$ cat config.mk
export PLATFORM = sky130hd
export DESIGN_NAME = fft_stream_core
export DESIGN_NICKNAME = d
export VERILOG_FILES = /design/src/rtl/fft_pkg.sv /design/src/rtl/fft_butterfly.sv /design/src/rtl/fft_stream_core.sv
export SDC_FILE = /design/constraint.sdc
export NUM_CORES = 2
export LEC_CHECK = 0
export ABC_CLOCK_PERIOD_IN_PS = 15600
export BUFFER_PORTS_ARGS = -buffer_cell sky130_fd_sc_hd__buf_2
export CAP_MARGIN = 20
export CELL_PAD_IN_SITES_DETAIL_PLACEMENT = 1
export CELL_PAD_IN_SITES_GLOBAL_PLACEMENT = 1
export CORE_UTILIZATION = 53
export DETAILED_ROUTE_END_ITERATION = 10
export GPL_TIMING_DRIVEN = 0
export PLACE_DENSITY = 0.9
export SYNTH_ARGS = -nofsm -noshare
export SYNTH_HDL_FRONTEND = slang
export SYNTH_HIERARCHICAL = 1
export SYNTH_SLANG_ARGS = --single-unit
$ cat constraint.sdc
create_clock -name clk -period 15.6 [get_ports clk]
set_input_delay 2.34 -clock clk [delete_from_list [all_inputs] [get_ports clk]]
set_output_delay 2.34 -clock clk [all_outputs]
set_load 0.01 [all_outputs]
$ cat src/rtl/fft_pkg.sv
// Shared definitions for the streaming FFT core.
// Contents:
//   state_e          - core FSM state (load samples, compute butterflies, stream bins)
//   clog2            - ceiling log2 for elaboration-time sizing
//   bitrev           - reverse the low 'bits' bits of a value (DIT input ordering)
//   tw_re / tw_im    - twiddle W_N^k = cos(2*pi*k/N) - j*sin(2*pi*k/N), signed Q2.(TW-2),
//                      rounded to nearest; evaluated at elaboration only
package fft_pkg;

    typedef enum logic [1:0] {
        StLoad,
        StCompute,
        StUnload
    } state_e;

    localparam real Pi = 3.14159265358979323846;

    function automatic int clog2(input int unsigned value);
        int r = 0;
        while ((32'd1 << r) < value) r++;
        return r;
    endfunction

    function automatic int unsigned bitrev(input int unsigned value, input int unsigned bits);
        int unsigned r = 0;
        for (int unsigned i = 0; i < bits; i++) begin
            r = (r << 1) | ((value >> i) & 32'd1);
        end
        return r;
    endfunction

    function automatic int tw_re(input int k, input int n, input int tw);
        real ang;
        ang = 2.0 * Pi * real'(k) / real'(n);
        return int'($cos(ang) * (2.0 ** (tw - 2)));
    endfunction

    function automatic int tw_im(input int k, input int n, input int tw);
        real ang;
        ang = 2.0 * Pi * real'(k) / real'(n);
        return int'(-$sin(ang) * (2.0 ** (tw - 2)));
    endfunction

endpackage

$ cat src/rtl/fft_butterfly.sv
// Combinational radix-2 DIT butterfly: top = a + b*w, bot = a - b*w.
// Ports:
//   i_a_re/i_a_im  - upper input (OW bits, signed)
//   i_b_re/i_b_im  - lower input (OW bits, signed)
//   i_w_re/i_w_im  - twiddle, signed Q2.(TW-2)
//   o_top_*/o_bot_* - butterfly outputs (OW bits, signed)
// The product b*w is kept at full precision, rounded half-up at the Q2.(TW-2) point
// and truncated to OW bits; the caller sizes OW so no result can overflow.
module fft_butterfly
    import fft_pkg::*;
#(
    parameter int OW = 20,
    parameter int TW = 18
) (
    input  logic signed [OW-1:0] i_a_re,
    input  logic signed [OW-1:0] i_a_im,
    input  logic signed [OW-1:0] i_b_re,
    input  logic signed [OW-1:0] i_b_im,
    input  logic signed [TW-1:0] i_w_re,
    input  logic signed [TW-1:0] i_w_im,
    output logic signed [OW-1:0] o_top_re,
    output logic signed [OW-1:0] o_top_im,
    output logic signed [OW-1:0] o_bot_re,
    output logic signed [OW-1:0] o_bot_im
);

    localparam int PW = OW + TW + 1;
    localparam logic signed [PW-1:0] Half = PW'(1) <<< (TW - 3);

    logic signed [PW-1:0] w_bre, w_bim, w_wre, w_wim;
    logic signed [PW-1:0] w_pr, w_pi;
    logic signed [OW-1:0] w_t_re, w_t_im;

    assign w_bre = PW'(i_b_re);
    assign w_bim = PW'(i_b_im);
    assign w_wre = PW'(i_w_re);
    assign w_wim = PW'(i_w_im);

    assign w_pr = w_bre * w_wre - w_bim * w_wim;
    assign w_pi = w_bre * w_wim + w_bim * w_wre;

    assign w_t_re = OW'((w_pr + Half) >>> (TW - 2));
    assign w_t_im = OW'((w_pi + Half) >>> (TW - 2));

    assign o_top_re = i_a_re + w_t_re;
    assign o_top_im = i_a_im + w_t_im;
    assign o_bot_re = i_a_re - w_t_re;
    assign o_bot_im = i_a_im - w_t_im;

endmodule

$ cat src/rtl/fft_stream_core.sv
// Sequential in-place radix-2 DIT FFT with valid/ready sample input and bin output.
// Ports:
//   clk, rst            - clock, asynchronous active-high reset
//   in_valid/in_ready   - real sample stream (in_data, W bits signed); ready only in LOAD
//   out_valid/out_ready - complex bin stream in natural order (out_re/out_im, OW bits)
//   out_idx, out_last   - bin index and end-of-frame marker
//   busy                - high while computing or unloading
// Samples are stored bit-reversed so one butterfly per cycle walks the stages in place;
// the UNLOAD phase then reads the buffer in natural order.
module fft_stream_core
    import fft_pkg::*;
#(
    parameter int N = 8,
    parameter int W = 16,
    parameter int TW = 18,
    localparam int LOG2N = clog2(N),
    localparam int OW = W + LOG2N + 1
) (
    input  logic                 clk,
    input  logic                 rst,
    input  logic                 in_valid,
    output logic                 in_ready,
    input  logic signed [W-1:0]  in_data,
    output logic                 out_valid,
    input  logic                 out_ready,
    output logic signed [OW-1:0] out_re,
    output logic signed [OW-1:0] out_im,
    output logic [LOG2N-1:0]     out_idx,
    output logic                 out_last,
    output logic                 busy
);

    state_e                r_state;
    logic [LOG2N-1:0]      r_cnt;    // sample count in LOAD, bin index in UNLOAD
    logic [LOG2N-1:0]      r_stage;
    logic [LOG2N-2:0]      r_bfly;
    logic signed [OW-1:0]  r_re [N];
    logic signed [OW-1:0]  r_im [N];

    logic signed [TW-1:0]  w_tw_re [N/2];
    logic signed [TW-1:0]  w_tw_im [N/2];
    logic [LOG2N-1:0]      w_ld_addr, w_top, w_bot;
    logic [LOG2N-2:0]      w_twi;
    logic signed [OW-1:0]  w_top_re, w_top_im, w_bot_re, w_bot_im;

    for (genvar g = 0; g < N / 2; g++) begin : g_tw
        assign w_tw_re[g] = TW'(tw_re(g, N, TW));
        assign w_tw_im[g] = TW'(tw_im(g, N, TW));
    end

    assign w_ld_addr = LOG2N'(bitrev(32'(r_cnt), LOG2N));

    // Butterfly addressing: span h = 2^s, top = (j>>s)*2h + (j mod h), bot = top + h.
    always_comb begin
        int unsigned v_j, v_s, v_h, v_top;
        v_j   = 32'(r_bfly);
        v_s   = 32'(r_stage);
        v_h   = 32'd1 << v_s;
        v_top = ((v_j >> v_s) << (v_s + 1)) | (v_j & (v_h - 1));
        w_top = LOG2N'(v_top);
        w_bot = LOG2N'(v_top + v_h);
        w_twi = (LOG2N - 1)'((v_j & (v_h - 1)) << (LOG2N - 1 - v_s));
    end

    fft_butterfly #(
        .OW(OW),
        .TW(TW)
    ) u_bfly (
        .i_a_re  (r_re[w_top]),
        .i_a_im  (r_im[w_top]),
        .i_b_re  (r_re[w_bot]),
        .i_b_im  (r_im[w_bot]),
        .i_w_re  (w_tw_re[w_twi]),
        .i_w_im  (w_tw_im[w_twi]),
        .o_top_re(w_top_re),
        .o_top_im(w_top_im),
        .o_bot_re(w_bot_re),
        .o_bot_im(w_bot_im)
    );

    always_ff @(posedge clk or posedge rst) begin
        if (rst) begin
            r_state <= StLoad;
            r_cnt   <= '0;
            r_stage <= '0;
            r_bfly  <= '0;
        end else begin
            unique case (r_state)
                StLoad: begin
                    if (in_valid) begin
                        r_cnt <= r_cnt + 1'b1;
                        if (r_cnt == LOG2N'(N - 1)) r_state <= StCompute;
                    end
                end
                StCompute: begin
                    r_bfly <= r_bfly + 1'b1;
                    if (&r_bfly) begin
                        if (r_stage == LOG2N'(LOG2N - 1)) begin
                            r_stage <= '0;
                            r_state <= StUnload;
                        end else begin
                            r_stage <= r_stage + 1'b1;
                        end
                    end
                end
                StUnload: begin
                    if (out_ready) begin
                        r_cnt <= r_cnt + 1'b1;
                        if (&r_cnt) r_state <= StLoad;
                    end
                end
                default: r_state <= StLoad;
            endcase
        end
    end

    // Sample/working buffer; contents are don't-care after reset, so it has none.
    always_ff @(posedge clk) begin
        if (r_state == StLoad && in_valid) begin
            r_re[w_ld_addr] <= OW'(in_data);
            r_im[w_ld_addr] <= '0;
        end else if (r_state == StCompute) begin
            r_re[w_top] <= w_top_re;
            r_im[w_top] <= w_top_im;
            r_re[w_bot] <= w_bot_re;
            r_im[w_bot] <= w_bot_im;
        end
    end

    assign in_ready  = (r_state == StLoad);
    assign busy      = (r_state != StLoad);
    assign out_valid = (r_state == StUnload);
    assign out_idx   = out_valid ? r_cnt : '0;
    assign out_last  = out_valid && (&r_cnt);
    // Gated so the bin outputs read 0 outside UNLOAD regardless of buffer contents.
    assign out_re    = out_valid ? r_re[r_cnt] : '0;
    assign out_im    = out_valid ? r_im[r_cnt] : '0;

endmodule

---- Word-level counts from Yosys, hierarchy flattened ----
Memory sizes are Yosys's and may differ from the RTL's.
Index checks and enable logic that the tools add are counted.
W data, S select, Z words.
storage, ports and cells
  bits in registers ....................... 10
  RAM bits ................................ 320
  bits of input ports ..................... 20
  output and inout bits ................... 47
  logic and storage cells ................. 88
  memories ................................ 2
memories
  memory  words  width  read ports  clocked after memory_dff  write ports  RTL line               source
  r_im    8      20     3           0                         2            fft_stream_core.sv:38  logic signed [OW-1:0] r_im [N];
  r_re    8      20     3           0                         2            fft_stream_core.sv:37  logic signed [OW-1:0] r_re [N];
cells by class
  $add $sub $neg .......................... 15
  multiply operators ...................... 4
  order comparisons ....................... 1
  eq/ne operators ......................... 10
  shift operators ......................... 4
  muxes and demuxes ....................... 31
  bitwise operators ....................... 5
  reductions and logical operators ........ 12
operators by type and width
  kind                      count
  $mul A20 B18 Y36          4
  $mux W20                  4
  $add A36 B17 Y36 const B  2
  $bmux W18 S2              2
  $mux W18                  4
  $add A20 B20 Y20          2
  $reduce_or A20 Y1         2
  $sub A20 B20 Y20          2
  $add A36 B36 Y36          1
  $sub A36 B36 Y36          1
  $and A2 B32 Y32           1
  $shl A1 B3 Y32 const A    1
  $shl A32 B32 Y2           1
  $shl A32 B4 Y3            1
  $shr A2 B3 Y32            1
  $sub A32 B1 Y32 const B   1
  $mux W3                   6
  $mux W2                   6
  $reduce_and A3 Y1         3
  $mux W1                   7
  $add A3 B1 Y3 const B     2
  $ne A2 B1 Y1 const B      3
  $ne A2 B2 Y1 const B      3
  $pmux W2 S3               1
  other kinds (19)          21

---- Depth between registers and ports, before layout ----
  word-level depth ........................ 13
  gate-level depth with buffers ........... 58
  gate-level depth less buffers ........... 50

---- Hierarchy ----
The synthesis kept the hierarchy.
by module, submodules not included
  module           times used  cells an instance  area each (µm²)  seq. area each (µm²)
  fft_butterfly    1           5794               53427.5          0.0
  fft_stream_core  1           2285               23697.7          9859.5

---- Least setup slack after synthesis ----
OpenSTA, ideal clock, no wires.
  path kind ............................... flip-flop to flip-flop
  from .................................... reg r_stage[0]
  to ...................................... mem r_re[0][19], data pin
  setup time .............................. 0.272 ns
  arrival ................................. 13.262 ns
  slack ................................... 2.066 ns
  cell stages (with the launch flop) ...... 55
  cell sequence ........................... dfrtp_1 > buf_2 > inv_1 > ha_1 > xnor2_1 > o21ai_1 > nand2_1 > buf_2 > clkbuf_1 > fa_1 > xnor2_1 > xnor2_2 > clkbuf_1 > buf_2 > mux2i_1 > and4_1 > clkbuf_1 > clkbuf_1 > (+19 left out) > o31a_1 > or2_2 > a21oi_2 > xnor2_1 > ha_1 > clkbuf_1 > or3_1 > a211oi_1 > o31ai_2 > o21bai_1 > a221oi_2 > nor4_1 > a2111oi_2 > a21oi_1 > xor2_1 > clkbuf_2 > nor4_1 > a21oi_1
RTL lines
  item                    RTL line                source
  start, declared         fft_stream_core.sv:35   logic [LOG2N-1:0] r_stage;
  start signal, assigned  fft_stream_core.sv:102  r_stage <= r_stage + 1'b1;
  end, declared           fft_stream_core.sv:37

==> metrics.yaml <==
grt_antenna_before_repair: 58
die_x_um: 383
reg2reg_slack_ns: 0.04
crit_slowest_cell: "clkbuf_1"
grt_use_total_pct: 52.3
die_y_um: 383
yosysSeqAreaShare_pct: 12.8
layout_common_cells: "inv_1 (1539), fa_1 (1517), nand2_1 (824)"
h-tree-depth: 1
min_from: "r_bfly[1]$_DFFE_PP0P_"
status: "complete, but fails checks"
ys_types: 83
hold_buffers: 0
violations: "capacitance limit"
final.hold.worst_slack_ns: 0.618
clockRootBuffer: "clkbuf_16"
async_flop_share_pct: 3.03
viasPerCell: 6.77
row_count: 139
cts_inserted_buffers: 30
grt_overflow: 0
cts_tree: "built"
layout_commonest_cell: "inv_1"
placed_cells: 10138
worst_pin_slew_ns: 1.49
fin_nets: 10242
synth.avg_cell_area_um2: 9.55
final_cells: 10278
clock_skew_ns: 0.0474
hold_viol_final: 0
relSlewSlack_pct: 0.588
final_layout_size_suffix_gt1_share_pct: 9.05
timing.final.ws_setup_ns: 0.0426
r2r_start: "r_stage[0]$_DFFE_PP0P_"
worstSetupPathType: "reg -> reg"
io_pins: 67
slew_violations: 0
worstPathRequired_ns: 16.00
critPathLaunch: "r_stage[0]$_DFFE_PP0P_"
gp_congestion: 1.10
yosys_most_used_dff: "edfxtp_1"
syn_inst: 8079
hold_path.class: "reg -> reg"
detail_route.first_pass.iterations: 9
drcViolationCount: 0
worstPathArrival_ns: 15.96
setup-violations-final: 0
ys_warn_count: 6
first_iter_violations: 9346
ant_nets: 0
cts_sinks: 330
pre_cts_slack_ns: -3.69
clk_pin_slew_ns: 0.08
die-area_um2: 147000
tns_ns: 0
vias: 69606
grt_max_degree: 35
syn2layout_area_growth_pct: 8.56
grt_pass1_vias: 75507
clk_path_buf_depth: 3
maxCapViolations: 1
synth_edf_count: 320
dp_hpwl_mm: 296
critPathCaptureType: "flip-flop"
start_util_pct: 53.6
netlist_area_um2: 77100
grt_pass1_wl_mm: 537
insertion_delay_ns: 0.66
max_stage_delay_ns: 0.75
routedWlPerCell_um: 37.4
path_max_fanout: 19
ys_ff_latch: 330
fmax_mhz: 64.3
core_um2: 144000
timing.final.crit_period_ns: 15.56
port_buffers: 66
worstSetupStartpointType: "flip-flop"
period_share_pct: 99.7
cp_common_cell: "fa_1"
wl_mm: 385
worst max-delay path: cells and delay by family, from the launching register on:
kind	cells	cell delay, ns
muxes	1	0.26
DFF	1	0.40
adders and majority gates	12	5.65
buffers and inverters	12	2.59
xor gates and xnor gates	4	1.14
and+or+nand+nor	8	2.21
AOI/OAI and AO/OA	13	2.95
state kept, by name, indices dropped and copies added (netlist names):
| register | count |
|---|---|
| r_im | 160 |
| r_re | 160 |
| r_cnt | 3 |
| r_bfly | 2 |
| r_state | 2 |
| r_stage | 3 |
metal layers:
metal | part of all wire, % | global-route usage [%] | vias up
met2 | 43 | 78.4 | 6460
met4 | 13 | 53.2 | 42
li1 | - | - | 25611
met3 | 13 | 19.6 | 2801
met5 | 0.11 | 1.62 | -
met1 | 31 | 55.4 | 34692
worst paths after layout:
kind                                          end  cells after the start
min in group asynchronous  r_stage[2]$_DFFE_PP0P_                      2
min reg2reg                 r_bfly[1]$_DFFE_PP0P_                      2
max                         r_re[0][19]$_DFFE_PP_                     50
max in group asynchronous  r_stage[1]$_DFFE_PP0P_                      2
min                         r_bfly[1]$_DFFE_PP0P_                      2
max reg2reg                 r_re[0][19]$_DFFE_PP_                     50
cells by family (layout without fill, tap and decap cells):
group,Yosys count,in the layout,synth area share [%]
and+or+nand+nor,2440,2440,15.8
buffers and inverters,2143,2360,10.6
adders and majority gates,1925,1925,46.0
AOI/OAI and AO/OA,576,576,4.90
muxes,471,471,7.68
DFF,330,330,12.8
xor gates and xnor gates,193,194,2.22
other,1,79,0.00486
cells in the mapped netlist, drive strengths merged, types with 21 or more instances:
| cell type | count | area share (%) |
|---|---|---|
| a21o | 22 | 0.21 |
| nand2 | 826 | 4.0 |
| mux2i | 228 | 3.0 |
| edfxtp | 320 | 12 |
| nor2 | 434 | 2.1 |
| nor4 | 190 | 1.5 |
| a211oi | 158 | 1.5 |
| mux2 | 163 | 2.4 |
| and4 | 44 | 0.50 |
| buf | 127 | 0.76 |
| mux4 | 80 | 2.3 |
| o21ai | 45 | 0.30 |
| nand2b | 62 | 0.50 |
| inv | 1541 | 7.5 |
| and3 | 153 | 1.2 |
| nor2b | 51 | 0.41 |
| fa | 1519 | 39 |
| and2 | 604 | 4.9 |
| xnor2 | 136 | 1.6 |
| a21oi | 237 | 1.6 |
| ha | 406 | 6.6 |
| clkbuf | 475 | 2.3 |
| nor3 | 21 | 0.14 |
| xor2 | 57 | 0.65 |
through the flow:
step                      area [um2]  utilization, %
after global routing           83600            58.1
after detailed placement       81200            56.4
after global placement         79900            55.5
final                          83700            58.1
after CTS                      82500            57.3
after floorplan                77200               -
what timing repair did:
item                                    4_1_cts  5_1_grt
endpoints found under the setup margin      306      135
pin swaps                                     1       12
hold endpoints to repair                      0        0
gates resized for setup                     215      167
cloned                                        0        1
buffers inserted                              1       28
cell type report:
type                       count  area (um2)
clock inverter                20         200
fill                       16188       60300
inverter                    1541        5790
antenna                       54         135
tap                         1903        2380
timing repair buffer         195        2210
clock buffer                  36         795
buffer                       568        2570
sequential                   330        9860
multi-input combinational   5631       59800
Power is left out: the tool's default activity adds up to more than one toggle a clock period on the data nets, which glitch-free logic cannot reach.
